$ cat src/rtl/mc_controller.sv
// rtl/mc_controller.sv - multi-cycle MIPS control FSM with memory handshake, halt/trap and retire counter
module mc_controller #(
    parameter int ALU_OP_W = 4,
    parameter int CNT_W    = 32
) (
    input  logic                clk,
    input  logic                rst,
    input  logic [5:0]          op,
    input  logic [5:0]          func,
    input  logic                zero,
    input  logic                sign,
    input  logic                mem_ready,
    input  logic                resume,
    output logic                mem_read,
    output logic                mem_write,
    output logic                iord,
    output logic                ir_write,
    output logic                pc_write,
    output logic [1:0]          pc_src,
    output logic                reg_write,
    output logic [ALU_OP_W-1:0] alu_op,
    output logic                alu_src,
    output logic                signed_ext,
    output logic                reg_dst,
    output logic                mem_to_reg,
    output logic                lhu,
    output logic                jal,
    output logic                halted,
    output logic                illegal,
    output logic [CNT_W-1:0]    instr_count
);

    typedef enum logic [2:0] {
        S_FETCH, S_DECODE, S_EXEC, S_MEM, S_WB, S_HALT
    } state_t;

    // Instruction class: everything after DECODE only needs to know which path to take
    typedef enum logic [3:0] {
        K_ALU, K_LOAD, K_STORE, K_BEQ, K_BNE, K_BGEZ,
        K_J, K_JAL, K_JR, K_SYSCALL, K_ILLEGAL
    } kind_t;

    state_t           r_state;
    kind_t            r_kind;
    logic [3:0]       r_alu_op;
    logic             r_alu_src;
    logic             r_signed_ext;
    logic             r_reg_dst;
    logic             r_mem_to_reg;
    logic             r_lhu;
    logic             r_jal;
    logic             r_illegal;
    logic [CNT_W-1:0] r_count;

    kind_t            w_kind;
    logic [3:0]       w_alu_op;
    logic             w_alu_src;
    logic             w_signed_ext;
    logic             w_reg_dst;
    logic             w_mem_to_reg;
    logic             w_lhu;
    logic             w_jal;

    // Combinational decode of op/func; only consumed while in DECODE
    always_comb begin
        w_kind       = K_ILLEGAL;
        w_alu_op     = 4'd0;
        w_alu_src    = 1'b0;
        w_signed_ext = 1'b0;
        w_reg_dst    = 1'b0;
        w_mem_to_reg = 1'b0;
        w_lhu        = 1'b0;
        w_jal        = 1'b0;
        case (op)
            6'd0: begin
                w_kind = K_ALU;
                case (func)
                    6'd0:         w_alu_op = 4'd0;
                    6'd2:         w_alu_op = 4'd2;
                    6'd3:         w_alu_op = 4'd1;
                    6'd32, 6'd33: w_alu_op = 4'd5;
                    6'd34:        w_alu_op = 4'd6;
                    6'd36:        w_alu_op = 4'd7;
                    6'd37:        w_alu_op = 4'd8;
                    6'd38:        w_alu_op = 4'd9;
                    6'd39:        w_alu_op = 4'd10;
                    6'd42:        w_alu_op = 4'd11;
                    6'd43:        w_alu_op = 4'd12;
                    6'd8: begin
                        w_kind   = K_JR;
                        w_alu_op = 4'd5;
                    end
                    6'd12:        w_kind = K_SYSCALL;
                    default:      w_kind = K_ILLEGAL;
                endcase
                // Only real R-type ALU ops write rd
                w_reg_dst = (w_kind == K_ALU);
            end
            6'd1: begin
                w_kind = K_BGEZ; w_alu_op = 4'd11; w_signed_ext = 1'b1;
            end
            6'd2: w_kind = K_J;
            6'd3: begin
                w_kind = K_JAL; w_jal = 1'b1;
            end
            6'd4: begin
                w_kind = K_BEQ; w_alu_op = 4'd6; w_signed_ext = 1'b1;
            end
            6'd5: begin
                w_kind = K_BNE; w_alu_op = 4'd6; w_signed_ext = 1'b1;
            end
            6'd8, 6'd9: begin
                w_kind = K_ALU; w_alu_op = 4'd5; w_alu_src = 1'b1; w_signed_ext = 1'b1;
            end
            6'd10: begin
                w_kind = K_ALU; w_alu_op = 4'd11; w_alu_src = 1'b1; w_signed_ext = 1'b1;
            end
            6'd12: begin
                w_kind = K_ALU; w_alu_op = 4'd7; w_alu_src = 1'b1;
            end
            6'd13: begin
                w_kind = K_ALU; w_alu_op = 4'd8; w_alu_src = 1'b1;
            end
            6'd14: begin
                w_kind = K_ALU; w_alu_op = 4'd9; w_alu_src = 1'b1;
            end
            6'd35, 6'd37: begin
                w_kind = K_LOAD; w_alu_op = 4'd5; w_alu_src = 1'b1; w_signed_ext = 1'b1;
                w_mem_to_reg = 1'b1; w_lhu = (op == 6'd37);
            end
            6'd43: begin
                w_kind = K_STORE; w_alu_op = 4'd5; w_alu_src = 1'b1; w_signed_ext = 1'b1;
            end
            default: w_kind = K_ILLEGAL;
        endcase
    end

    // Sequencer: state transitions, decode-field latching, sticky trap and retire counter
    always_ff @(posedge clk or posedge rst) begin
        if (rst) begin
            r_state      <= S_FETCH;
            r_kind       <= K_ALU;
            r_alu_op     <= 4'd0;
            r_alu_src    <= 1'b0;
            r_signed_ext <= 1'b0;
            r_reg_dst    <= 1'b0;
            r_mem_to_reg <= 1'b0;
            r_lhu        <= 1'b0;
            r_jal        <= 1'b0;
            r_illegal    <= 1'b0;
            r_count      <= '0;
        end else begin
            case (r_state)
                S_FETCH: begin
                    if (mem_ready) r_state <= S_DECODE;
                end
                S_DECODE: begin
                    r_kind       <= w_kind;
                    r_alu_op     <= w_alu_op;
                    r_alu_src    <= w_alu_src;
                    r_signed_ext <= w_signed_ext;
                    r_reg_dst    <= w_reg_dst;
                    r_mem_to_reg <= w_mem_to_reg;
                    r_lhu        <= w_lhu;
                    r_jal        <= w_jal;
                    case (w_kind)
                        K_SYSCALL: begin
                            r_state <= S_HALT;
                            r_count <= r_count + CNT_W'(1);
                        end
                        K_ILLEGAL: begin
                            r_illegal <= 1'b1;
                            r_state   <= S_HALT;
                        end
                        K_J, K_JAL: begin
                            r_state <= S_FETCH;
                            r_count <= r_count + CNT_W'(1);
                        end
                        default: r_state <= S_EXEC;
                    endcase
                end
                S_EXEC: begin
                    case (r_kind)
                        K_BEQ, K_BNE, K_BGEZ, K_JR: begin
                            r_state <= S_FETCH;
                            r_count <= r_count + CNT_W'(1);
                        end
                        K_LOAD, K_STORE: r_state <= S_MEM;
                        default:         r_state <= S_WB;
                    endcase
                end
                S_MEM: begin
                    if (mem_ready) begin
                        if (r_kind == K_STORE) begin
                            r_state <= S_FETCH;
                            r_count <= r_count + CNT_W'(1);
                        end else begin
                            r_state <= S_WB;
                        end
                    end
                end
                S_WB: begin
                    r_state <= S_FETCH;
                    r_count <= r_count + CNT_W'(1);
                end
                S_HALT: begin
                    // A trap can only be left through reset
                    if (!r_illegal && resume) r_state <= S_FETCH;
                end
                default: r_state <= S_FETCH;
            endcase
        end
    end

    // Datapath strobes, decoded from the current state so they drop with an async reset
    always_comb begin
        mem_read  = 1'b0;
        mem_write = 1'b0;
        iord      = 1'b0;
        ir_write  = 1'b0;
        pc_write  = 1'b0;
        pc_src    = 2'd0;
        reg_write = 1'b0;
        case (r_state)
            S_FETCH: begin
                mem_read = 1'b1;
                if (mem_ready) begin
                    ir_write = 1'b1;
                    pc_write = 1'b1;
                end
            end
            S_DECODE: begin
                if (w_kind == K_J || w_kind == K_JAL) begin
                    pc_write  = 1'b1;
                    pc_src    = 2'd2;
                    reg_write = (w_kind == K_JAL);
                end
            end
            S_EXEC: begin
                case (r_kind)
                    K_BEQ: begin
                        pc_write = zero;
                        pc_src   = 2'd1;
                    end
                    K_BNE: begin
                        pc_write = !zero;
                        pc_src   = 2'd1;
                    end
                    K_BGEZ: begin
                        pc_write = !sign;
                        pc_src   = 2'd1;
                    end
                    K_JR: begin
                        pc_write = 1'b1;
                        pc_src   = 2'd3;
                    end
                    default: ;
                endcase
            end
            S_MEM: begin
                iord      = 1'b1;
                mem_read  = (r_kind == K_LOAD);
                mem_write = (r_kind == K_STORE);
            end
            S_WB: reg_write = 1'b1;
            default: ;
        endcase
    end

    assign alu_op      = ALU_OP_W'(r_alu_op);
    assign alu_src     = r_alu_src;
    assign signed_ext  = r_signed_ext;
    assign reg_dst     = r_reg_dst;
    assign mem_to_reg  = r_mem_to_reg;
    assign lhu         = r_lhu;
    // JAL writes $31 during DECODE, before its decode fields have been latched
    assign jal         = (r_state == S_DECODE) ? w_jal : r_jal;
    assign halted      = (r_state == S_HALT);
    assign illegal     = r_illegal;
    assign instr_count = r_count;

endmodule

$ cat config.mk
export PLATFORM = sky130hd
export DESIGN_NAME = mc_controller
export DESIGN_NICKNAME = d
export VERILOG_FILES = /design/src/rtl/mc_controller.sv
export SDC_FILE = /design/constraint.sdc
export NUM_CORES = 1
export LEC_CHECK = 0
export BUFFER_PORTS_ARGS = -buffer_cell sky130_fd_sc_hd__buf_2
export CORE_AREA = 2 2 108 110
export CTS_BUF_LIST = sky130_fd_sc_hd__clkbuf_4 sky130_fd_sc_hd__clkbuf_8
export DETAILED_ROUTE_END_ITERATION = 6
export DIE_AREA = 0 0 110 112
export MAX_ROUTING_LAYER = met4
export SKIP_CTS_REPAIR_TIMING = 1
export SLEW_MARGIN = 20
export SYNTH_ARGS = -nofsm -noshare
export SYNTH_HDL_FRONTEND = slang
export SYNTH_SLANG_ARGS = --single-unit
$ cat constraint.sdc
create_clock -name clk -period 5.4 [get_ports clk]
set_clock_uncertainty 0.1 [all_clocks]
set_input_delay 0.54 -clock clk [delete_from_list [all_inputs] [get_ports clk]]
set_output_delay 0.54 -clock clk [all_outputs]
set_load 0.01 [all_outputs]
; ---- Yosys cells after proc, flatten, opt, wreduce, memory -nomap -nowiden
; Cells that the tools add are included.
[classes]
n_addsub = 1
n_eq_ne = 48
n_mux = 37
n_reduce_logical = 28
[ops]
columns = cell, count
row1 = 2-to-1 mux 32 bit, 4
row2 = case mux 32 bit (4 select lines), 1
row3 = equality test 6 bit (second input constant), 12
row4 = equality test 6 x 4 -> 1 bit (second input constant), 8
row5 = case mux 4 bit (10 select lines), 1
row6 = case mux 4 bit (9 select lines), 1
row7 = adder 32 x 1 -> 32 bit (second input constant), 1
row8 = case mux 4 bit (7 select lines), 1
row9 = equality test 6 x 2 -> 1 bit (second input constant), 4
row10 = OR reduction 9 bit, 2
row11 = equality test 4 x 3 -> 1 bit (second input constant), 4
row12 = case mux 3 bit (5 select lines), 1
row13 = 2-to-1 mux 1 bit, 13
row14 = equality test 4 bit (second input constant), 3
row15 = equality test 6 x 3 -> 1 bit (second input constant), 2
row16 = logical NOT 6 bit, 2
row17 = 2-to-1 mux 3 bit, 4
row18 = case mux 3 bit (2 select lines), 2
row19 = case mux 4 bit (3 select lines), 1
row20 = OR reduction 12 bit, 1
row21 = OR reduction 2 bit, 6
row22 = OR reduction 3 bit, 3
row23 = equality test 4 x 2 -> 1 bit (second input constant), 2
row24 = != test 2 bit (second input constant), 4
row25 = other kinds (24), 31
[totals]
reg_bits = 50
inputBits = 18
output_inout_bits = 52
elab_cells = 125

; ---- Logic depth before layout (Yosys ltp)
[depth]
word_depth = 9
depth_mapped = 10
depth_no_buf = 6

; ---- Least setup slack after synthesis
; Ideal clock, no wire load.
[synth_timing]
path_type = input-to-output
from = input port op[2]
to = output port reg_write
arrival_ns = 1.874
t_required_ns = 4.760
path_slack_ns = 2.886
path_stages = 5
path_buffers = 1
path_cell_list = clkbuf_1 > or2_2 > or3_1 > or2_2 > a21oi_1
[synth_via]
elab_chain_cells = 7
word_cells_on_any_way = 23
cone_classes = 16 x eq/ne / 3 x mux / 4 x reduce/logical
[synth_lines]
columns = element, line
row1 = "start, declared", 8  ; input logic [5:0] op,
row2 = equality test 6 x 4 -> 1 bit / equality test 6 bit (equally long branches), 74  ; case (op)
row3 = OR reduction 6 bit (no source line) / OR reduction 2 bit (equally long branches), -
row4 = case mux 4 bit (9 select lines) (*), 74
row5 = "equality test 4 x 3 -> 1 bit, on equally long branches", "233, 236"
row6 = logical OR 1 bit, 233  ; if (w_kind == K_J || w_kind == K_JAL) begin
row7 = 2-to-1 mux 1 bit (*), 233
row8 = case mux 1 bit (2 select lines) (*), 224  ; case (r_state)
row9 = "end, declared", 20  ; output logic reg_write,
; Mark *: on every way between the ends. The rest lies on a longest branch, timed or not.

; ---- Worst setup path in the final report
[layout_timing]
from = register r_state[2]
to = register r_count[9], in the netlist instr_count[9]
[layout_via]
elab_chain_cells = 3
word_cells_on_any_way = 11
cone_classes = 8 x eq/ne / 1 x mux / 2 x reduce/logical
[layout_lines]
columns = element, line
row1 = "start, declared", 43  ; state_t r_state;
row2 = "start signal, assigned", 141  ; r_state <= S_FETCH;
row3 = "start signal, assigned", 155  ; if (mem_ready) r_state <= S_DECODE;
row4 = "start signal, assigned", 168  ; r_state <= S_HALT;
row5 = equality test 3 x 2 -> 1 bit (tied with other cells), 153  ; case (r_state)
row6 = != test 2 x 1 -> 1 bit (no source line) (tied with other cells), -
row7 = AND reduction 5 bit (no source line), -
row8 = "end signal, assigned", 169  ; r_count <= r_count + CNT_W'(1);
row9 = "end signal, assigned", 177  ; r_count <= r_count + CNT_W'(1);
row10 = "end signal, assigned", 186  ; r_count <= r_count + CNT_W'(1);
row11 = "end, declared", 53  ; logic [CNT_W-1:0] r_count;
; Parallel ways exist; a longest one is shown, timed or not.
; A chain may end at the register's enable or synchronous reset.

==> flow_summary.toml <==
[outcome]
status = "finished clean"

[timing]
rsz0062_at_grt = "no"
slew_violations = 0
min_period_ns = 2.98
timing.hold.ws_ns = 0.277
setup_tns_ns = 0
period_share = 0.551
worstMarginPinSlew_ns = 0.932
finalHoldViolCount = 0
slew_headroom = 0.377
fmax_mhz = 336
setup_viol = 0

[run]
maxCapViolCount = 0

[global_route]
track_usage = 0.138
antenna_found_initial = 0
grt_pass1_wl_um = 13300
grt_overflow = 0
grt_start_max_net_pins = 51
grt_pass1_vias = 2682

[die]
fp.coreArea_mm2 = 0.0112
dieArea_mm2 = 0.0123
initial_core_util = 0.294
io-pin-count = 70
rows = 39
die_h_um = 112
fp.dieW_um = 110

[critical_path]
cp-start-kind = "flip-flop"
crit_type = "reg -> reg"
crit_arrival_ns = 3.07
cpMaxStageDelayCell = "or3b_1"
crit_fanout = 26
max_stage_delay_ns = 0.75
crit_required_ns = 5.49
cp-end-kind = "flip-flop"
cp_cell_sequence = "or3b_1 > a21o_2 > a31oi_4 > or2_1 > nor3_1 > xor2_1"

[cells_and_area]
drive_above_1_share = 0.234
fin_nets = 450
n_fill_cell = 1148
syn2layout_area_growth_pct = 14.8
largest_register_ffs = 32
final_area_mm2 = 0.00377
diodes = 0

[route]
num_vias = 2916
vias_per_cell = 5.07
antenna_left = 0
drt_iter0_markers = 185
first_pass_iters = 4
wl_um = 8080
drc = 0
wl_per_cell_um = 14.1

[hold_path]
min_path_type = "in -> async"

[synth]
ys_warn_count = 0
yosysSeqAreaShare = 0.381
yosys.cell_types.count = 67
ys.flop_type = "dfrtp_1"
synth_area_mm2 = 0.00329
netlist_instances = 381
async_reset_ff_frac = 1.00
syn_avg_cell_area_um2 = 8.63
synth_fp_nets = 400
synth-edff-count = 0
yosys_register_bits = 50

[power]
irDropWorstVdd_uv = 200
power_density_mw_per_mm2 = 348
leakage_nw = 1.75

[placed_design]
routabilityCongestion = 0.871
placed_area_mm2 = 0.00365
port_buffers = 69
hpwlAfterDp_um = 5950

[clocking]
clock_latency_ns = 0.31
h-tree-depth = 2
cts.path.max_buffers = 2
cts_tree = "yes"
numCtsBuffers = 5
clk_pin_slew_worst_paths_ns = 0.10
cts-root-buf = "clkbuf_8"
cts.sinks = 50
-- kinds of logic after synthesis --
| group | Yosys count | share of synthesized area |
|---|---|---|
| AND/OR/NAND/NOR | 171 | 0.289 |
| AO/OA/AOI/OAI | 87 | 0.174 |
| flip-flops | 50 | 0.381 |
| buffers and inverters | 38 | 0.0620 |
| XOR/XNOR | 34 | 0.0906 |
| adder cells (fa/ha/maj) | 1 | 0.00381 |
-- worst paths after layout --
path	slack, ns	end	startpoint	depth (start not counted)
min in group clk	0.38	instr_count[31]	instr_count[31]	1
hold / removal	0.28	signed_ext	rst	2
max in group asynchronous	4.39	alu_op[2]	rst	2
hold reg to reg	0.38	instr_count[31]	instr_count[31]	1
setup / recovery	2.42	instr_count[9]	r_state[2]	6
setup reg to reg	2.42	instr_count[9]	r_state[2]	6
-- layout make-up --
type	count	area, um^2	area share
Timing Repair Buffer	69	345	0.0915
Tap cell	143	179	0.0474
Clock buffer	6	82.6	0.0219
Multi-Input combinational cell	293	1830	0.485
Sequential cell	50	1250	0.331
Inverter	12	46.3	0.0123
Clock inverter	2	38.8	0.0103
-- report_power, final --
| part | internal (mW) | leakage [nW] | switching, mW |
|---|---|---|---|
| registers | 0.433 | 0.666 | 0.0925 |
| logic | 0.190 | 1.02 | 0.314 |
| clock network | 0.153 | 0.0618 | 0.132 |
| total | 0.775 | 1.75 | 0.539 |
-- worst max-delay path: cells and delay by family (launching register included) --
kind / cells / cell delay (ns)
xor gates and xnor gates: 1 / 0.17
AOI/OAI and AO/OA: 2 / 0.56
DFF: 1 / 0.52
and+or+nand+nor: 3 / 1.50
-- per-stage QoR --
step	cells	power [mW]	setup WS, ns	util
floorplan	381	0.955	2.89	-
global route	575	1.41	2.18	0.338
global placement	567	1.03	2.48	0.327
finish	575	1.31	2.42	0.338
CTS	575	1.33	2.40	0.338
detailed placement	567	1.04	2.42	0.327
-- Yosys cell counts, types with 3 or more instances --
cell,count,area [um^2]
a21oi_1,24,120
a22oi_1,3,22.5
a31oi_1,4,25.0
and3_1,6,37.5
buf_6,4,45.0
clkbuf_1,14,52.6
dfrtp_1,50,1250
inv_1,12,45.0
nand2_1,36,135
nand2b_1,8,50.1
nand3_1,14,70.1
nand3b_1,3,22.5
nand4_1,13,81.3
nor2_1,30,113
nor2b_1,9,56.3
nor3_1,13,65.1
nor3_2,4,40.0
nor3b_1,4,30.0
nor4b_1,3,26.3
o21ai_0,26,130
o22ai_1,3,18.8
or2_2,4,25.0
or2b_2,3,26.3
or3_1,3,18.8
xnor2_1,18,158
xor2_1,16,140
-- layout by cell type (no fill, tap or decap), types with 4 or more instances in the layout --
master,count
a21oi_1,24
dfrtp_1,50
and3_1,6
a31oi_1,4
nor2_1,30
xnor2_1,18
nand3_1,14
nand4_1,13
clkbuf_8,6
inv_1,11
o21ai_0,26
xor2_1,16
buf_2,69
nor3_2,4
nand2_1,36
or2_2,4
nor3b_1,4
nor2b_1,9
nor3_1,13
nand2b_1,8
-- layer usage --
| layer | share of wire | vias to the layer above | global-route usage |
|---|---|---|---|
| met1 | 0.46 | 1357 | 0.187 |
| met2 | 0.47 | 84 | 0.211 |
| met3 | 0.054 | 16 | 0.0228 |
| li1 | - | 1459 | - |
| met4 | 0.020 | 0 | 0.0405 |
| met5 | 0 | - | - |
No activity file was read; power rests on OpenSTA's default activity.
